===== src/rtl/mem_arb_pkg.sv =====
// Shared types for the unified-memory arbiter: FSM states, owner encoding, width defaults.
package mem_arb_pkg;
  localparam int ADDR_W_DEF = 16;
  localparam int DATA_W_DEF = 16;

  typedef enum logic [1:0] {IDLE, BUSY_I, BUSY_D, DONE} state_e;
  typedef enum logic {OWN_I, OWN_D} owner_e;
endpackage


===== src/rtl/mem_lat_cnt.sv =====
// Access-latency counter: counts busy cycles and flags the last one (cnt == MEM_LAT-1).
module mem_lat_cnt #(
  parameter int MEM_LAT = 2
) (
  input  logic clk,
  input  logic rst,
  input  logic clr_i,
  input  logic en_i,
  output logic last_o
);
  localparam int CW = (MEM_LAT > 1) ? $clog2(MEM_LAT) : 1;

  logic [CW-1:0] cnt_q;

  assign last_o = en_i && (cnt_q == CW'(MEM_LAT - 1));

  always_ff @(posedge clk or posedge rst) begin
    if (rst)                  cnt_q <= '0;
    else if (clr_i || last_o) cnt_q <= '0;
    else if (en_i)            cnt_q <= cnt_q + 1'b1;
  end
endmodule


===== src/rtl/mem_arbiter.sv =====
// Fetch/data arbiter for a single-ported fixed-latency memory; data side has priority.
// Define ARB_FAIR_EN to force a fetch grant after FAIR_MAX data grants while fetch waits.
module mem_arbiter
  import mem_arb_pkg::*;
#(
  parameter int ADDR_W   = ADDR_W_DEF,
  parameter int DATA_W   = DATA_W_DEF,
  parameter int MEM_LAT  = 2,
  parameter int FAIR_MAX = 4
) (
  input  logic              clk,
  input  logic              rst,
  input  logic              i_req,
  input  logic [ADDR_W-1:0] i_addr,
  input  logic              i_flush,
  output logic [DATA_W-1:0] i_rdata,
  output logic              i_ready,
  input  logic              d_re,
  input  logic              d_we,
  input  logic [ADDR_W-1:0] d_addr,
  input  logic [DATA_W-1:0] d_wdata,
  output logic [DATA_W-1:0] d_rdata,
  output logic              d_ready,
  output logic              mem_en,
  output logic              mem_we,
  output logic [ADDR_W-1:0] mem_addr,
  output logic [DATA_W-1:0] mem_wdata,
  input  logic [DATA_W-1:0] mem_rdata
);
  state_e            state_q;
  owner_e            own_q;
  logic              rdy_q, kill_q;
  logic              mem_en_q, mem_we_q;
  logic [ADDR_W-1:0] mem_addr_q;
  logic [DATA_W-1:0] mem_wdata_q, i_rdata_q, d_rdata_q;
  logic              busy, last, fetch_ok, force_i, grant_d, grant_i;

  assign busy     = (state_q == BUSY_I) || (state_q == BUSY_D);
  assign fetch_ok = i_req && !i_flush;
  assign grant_d  = (state_q == IDLE) && (d_re || d_we) && !force_i;
  assign grant_i  = (state_q == IDLE) && !grant_d && fetch_ok;

`ifdef ARB_FAIR_EN
  logic [2:0] fair_q;
  assign force_i = fetch_ok && (fair_q == 3'(FAIR_MAX));

  always_ff @(posedge clk or posedge rst) begin
    if (rst)                      fair_q <= '0;
    else if (!i_req || grant_i)   fair_q <= '0;
    else if (grant_d && fetch_ok) fair_q <= fair_q + 3'd1;
  end
`else
  assign force_i = 1'b0;
`endif

  mem_lat_cnt #(.MEM_LAT(MEM_LAT)) u_cnt (
    .clk    (clk),
    .rst    (rst),
    .clr_i  (state_q == IDLE),
    .en_i   (busy),
    .last_o (last)
  );

  always_ff @(posedge clk or posedge rst) begin
    if (rst) begin
      state_q     <= IDLE;
      own_q       <= OWN_I;
      rdy_q       <= 1'b0;
      kill_q      <= 1'b0;
      mem_en_q    <= 1'b0;
      mem_we_q    <= 1'b0;
      mem_addr_q  <= '0;
      mem_wdata_q <= '0;
      i_rdata_q   <= '0;
      d_rdata_q   <= '0;
    end else begin
      rdy_q <= 1'b0;
      case (state_q)
        IDLE: begin
          kill_q <= 1'b0;
          if (grant_d) begin
            state_q     <= BUSY_D;
            own_q       <= OWN_D;
            mem_en_q    <= 1'b1;
            mem_we_q    <= d_we;
            mem_addr_q  <= d_addr;
            mem_wdata_q <= d_wdata;
          end else if (grant_i) begin
            state_q    <= BUSY_I;
            own_q      <= OWN_I;
            mem_en_q   <= 1'b1;
            mem_we_q   <= 1'b0;
            mem_addr_q <= i_addr;
          end
        end
        BUSY_I, BUSY_D: begin
          // A flush anywhere in a fetch access is remembered so the result is dropped.
          if (state_q == BUSY_I && i_flush) kill_q <= 1'b1;
          if (last) begin
            state_q  <= DONE;
            mem_en_q <= 1'b0;
            mem_we_q <= 1'b0;
            if (state_q == BUSY_D) begin
              rdy_q <= 1'b1;
              if (!mem_we_q) d_rdata_q <= mem_rdata;
            end else if (!(kill_q || i_flush)) begin
              rdy_q     <= 1'b1;
              i_rdata_q <= mem_rdata;
            end
          end
        end
        default: state_q <= IDLE;
      endcase
    end
  end

  // A flush arriving in the DONE cycle still cancels the scheduled fetch pulse.
  assign i_ready   = rdy_q && (own_q == OWN_I) && !i_flush;
  assign d_ready   = rdy_q && (own_q == OWN_D);
  assign i_rdata   = i_rdata_q;
  assign d_rdata   = d_rdata_q;
  assign mem_en    = mem_en_q;
  assign mem_we    = mem_we_q;
  assign mem_addr  = mem_addr_q;
  assign mem_wdata = mem_wdata_q;
endmodule

===== config.mk =====
export PLATFORM = sky130hd
export DESIGN_NAME = mem_arbiter
export DESIGN_NICKNAME = d
export VERILOG_FILES = /design/src/rtl/mem_arb_pkg.sv /design/src/rtl/mem_lat_cnt.sv /design/src/rtl/mem_arbiter.sv
export SDC_FILE = /design/constraint.sdc
export NUM_CORES = 1
export LEC_CHECK = 0
export ABC_AREA = 1
export CAP_MARGIN = 25
export CORE_AREA = 2 2 90 92
export DETAILED_ROUTE_END_ITERATION = 12
export DIE_AREA = 0 0 92 94
export PLACE_DENSITY = 0.85
export SLEW_MARGIN = 20
export SYNTH_ARGS = -nofsm -noshare
export SYNTH_HDL_FRONTEND = slang
export SYNTH_SLANG_ARGS = --single-unit

===== constraint.sdc =====
create_clock -name clk -period 2.4 [get_ports clk]
set_input_delay 0.24 -clock clk [delete_from_list [all_inputs] [get_ports clk]]
set_output_delay 0.24 -clock clk [all_outputs]
set_load 0.02 [all_outputs]

==> key figures <==
Worst setup path
  • R2r startpoint: state_q[0]$_DFFE_PP0P_
  • Crit path from: state_q[0]$_DFFE_PP0P_
  • WP data arrival: 2.24 ns
  • Most Frequent Cell on Critical Path: nand2_1
  • Buffers and inverters on the worst path: 1
  • Reg2reg setup slack: approximately 0.35 ns
  • Crit path depth: 7
  • R2R Path End: d_rdata[0]$_DFFE_PP0P_
  • Max stage delay on crit path: 0.50 ns
  • Dominant delay contributor by cell family on the critical path: simple AND/OR/NAND/NOR gates
  • Slowest cell on crit path: nand2_1
  • Crit Path Class: flip-flop to flip-flop
  • Worst Path Max Fanout: 32
  • Cell chain of the critical path: inv_1 -> ha_1 -> nand2_1 -> nor2_1 -> nand2_1 -> nand2_1 -> o21ai_0
  • CP required: around 2.6 ns
  • Startpoint class of the critical path: flip-flop
  • Crit end category: flip-flop
  • Reg2reg path depth: 7

STA
  • Hold_ws: about 0.30 ns
  • Final Setup Violations: 0
  • Final worst path period share: 0.854
  • Clk_skew: between 0.009 and 0.01 ns
  • RSZ-0062 raised after global routing: no
  • Slew HR: 0.423
  • Min Tclk post-route: 2.05 ns
  • Max Clk Rate: 0.488 GHz
  • Total negative slack: 0 ns
  • Worst Tran Pin Value: about 0.86 ns
  • Fin. Hold Viols: 0
  • Setup slack after layout: 0.351 ns
  • Max-slew violations: 0

GRT
  • Initial antenna violation count: 0
  • First-pass GRT wire length: 13100 um
  • Tot GR Track Use: 0.192
  • Number of global-route vias before repair: 2800
  • Total congestion overflow: 0
  • Pin count of the biggest net entering global routing: 73

Logic synthesis
  • Warnings from Yosys: 0
  • Syn_area_per_cell: 8.16 um2
  • Flops & latches, synth: 72
  • Cell area after technology mapping: 3140 um2
  • Sequential share of the synthesized area: 0.574
  • Syn Nets: 459
  • Post-Syn Instances: 385
  • Synth unique cells: 17

Die
  • Overall die area: between 8000 and 9000 um2
  • Io pins: 138
  • Die height: 94 um
  • Cell Rows: 32
  • CORE AREA: 7610 um2
  • Chip Width: between 90 and 100 um
  • Initial core utilization: 0.413

Placement
  • Placer Congestion: 0.760
  • Post-Place Setup Slack: 0.384 ns
  • # placed instances: 613
  • Hpwl dp: 5960 um
  • IO Port Bufs: 137

Power and ir drop
  • Lkg Pwr: 0.00242 uW
  • Maximum VDD drop: approximately 800 uV
  • PD cells: 1310 nW/um2

Clock network
  • CTS root buf: clkbuf_8
  • Post-cts resize count: 0
  • CTS tree: yes
  • Clk sink count: roughly 70
  • Clock Path Buffers: 2
  • CTS buffer count: 9
  • H-Tree Depth: 3
  • Hold buffer count at cts: 0
  • Worst-skew pair later-pin latency: 0.34 ns
  • Worst-path clk slew: 0.08 ns
  • Setup bufs post-CTS: 0

Drt
  • Antenna-violating nets left: 0
  • Detailed Route WL: 8300 um
  • Routed vias: between 2000 and 3000
  • Routed WL per cell: 13.2 um
  • Drt drc: 0
  • Drt initial violations: 150
  • Initial DRT Pass Iterations: 4
  • Detailed-route vias per instance: 4.61

Cells and area
  • Diode count: 0
  • Most frequent cells in the layout: 167 x nand2_1, 137 x clkdlybuf4s50_1, 72 x dfrtp_1, 41 x inv_1, 37 x nor2_1
  • # fillers: 651
  • Synth-to-Final Area Change: 52.4%
  • Layout cells sized above 1: 0.0475
  • Post-Layout Cell Count: approximately 630
  • Most common cell after layout, fill and taps aside: nand2_1
  • Layout Nets: 596

Hold path
  • Worst min path class: input port to asynchronous set/reset pin

Run status
  • Status: complete, no violations

Job
  • Max Cap Viol: 0
worst register-to-register path: stages (launching register included):
cell     delay (ns)
dfrtp_1        0.41
inv_1          0.10
ha_1           0.34
nand2_1        0.09
nor2_1         0.09
nand2_1        0.50
nand2_1        0.27
o21ai_0        0.11
routing by layer:
layer,routed length [um],up-vias,GRT usage
met4,154,0,0.0871
met5,0,-,0
met1,3410,1373,0.236
met2,4350,84,0.333
met3,384,14,0.0329
li1,-,1427,-
power by group:
group	switching [uW]	internal, uW	leakage [uW]
Sequential	336	1790	0.000894
Clock	435	470	0.0000948
Combinational	1830	1420	0.00143
per-stage QoR:
stage | power [uW] | instance area, um2 | utilization
after global routing | 6710 | 4790 | 0.629
after CTS | 6340 | 4790 | 0.629
final | 6290 | 4790 | 0.629
after global placement | 5290 | 4600 | 0.605
after detailed placement | 5400 | 4600 | 0.605
after floorplan | 3900 | 3140 | -
Yosys cell counts:
| cell | count | area share |
|---|---|---|
| nand2_1 | 167 | 0.20 |
| dfrtp_1 | 72 | 0.57 |
| inv_1 | 42 | 0.050 |
| nor2_1 | 37 | 0.044 |
| o21ai_0 | 36 | 0.057 |
| buf_2 | 8 | 0.013 |
| nand3_1 | 5 | 0.0080 |
| ha_1 | 4 | 0.016 |
| buf_6 | 3 | 0.011 |
| clkbuf_1 | 3 | 0.0036 |
| nand2_4 | 2 | 0.0072 |
| buf_4 | 1 | 0.0024 |
| inv_2 | 1 | 0.0012 |
| nand4_1 | 1 | 0.0020 |
| nor2_4 | 1 | 0.0036 |
| o211ai_1 | 1 | 0.0024 |
| o21ai_4 | 1 | 0.0052 |
final cells by class:
class | instances | area, um2 | area share
flip-flops and latches | 72 | 1800 | 0.376
repair buffers | 141 | 1430 | 0.298
multi-input cells | 255 | 1080 | 0.227
inverters | 43 | 161 | 0.0337
well taps | 102 | 128 | 0.0267
clock buffers | 9 | 124 | 0.0259
clock inverters | 6 | 61.3 | 0.0128
kinds of logic (layout without fill, tap and decap cells):
group                    count (synthesis)  in the layout  synth area share
AO/OA/AOI/OAI                           38             38            0.0649
adder cells (fa/ha/maj)                  4              4            0.0159
buffers and inverters                   58            199            0.0809
flip-flops                              72             72             0.574
AND/OR/NAND/NOR                        213            213             0.265
flip-flops by register name, summed over array words and instances, names as in the netlist:
| register | cells |
|---|---|
| mem_addr | 16 |
| mem_wdata | 16 |
| kill_q | 1 |
| i_rdata | 16 |
| mem_en | 1 |
| mem_we | 1 |
| u_cnt.cnt_q | 1 |
| rdy_q | 1 |
| own_q | 1 |
| d_rdata | 16 |
| state_q | 2 |
how the worst max path moves through the flow:
stage	endpoint	slack (ns)
after floorplan	d_rdata[0]$_DFFE_PP0P_	0.34
after CTS	d_rdata[0]$_DFFE_PP0P_	0.37
final	d_rdata[0]$_DFFE_PP0P_	0.35
after detailed placement	d_rdata[9]$_DFFE_PP0P_	0.38
after global placement	d_rdata[5]$_DFFE_PP0P_	0.59
after global routing	d_rdata[0]$_DFFE_PP0P_	0.10
No activity file was read; power rests on OpenSTA's default activity.
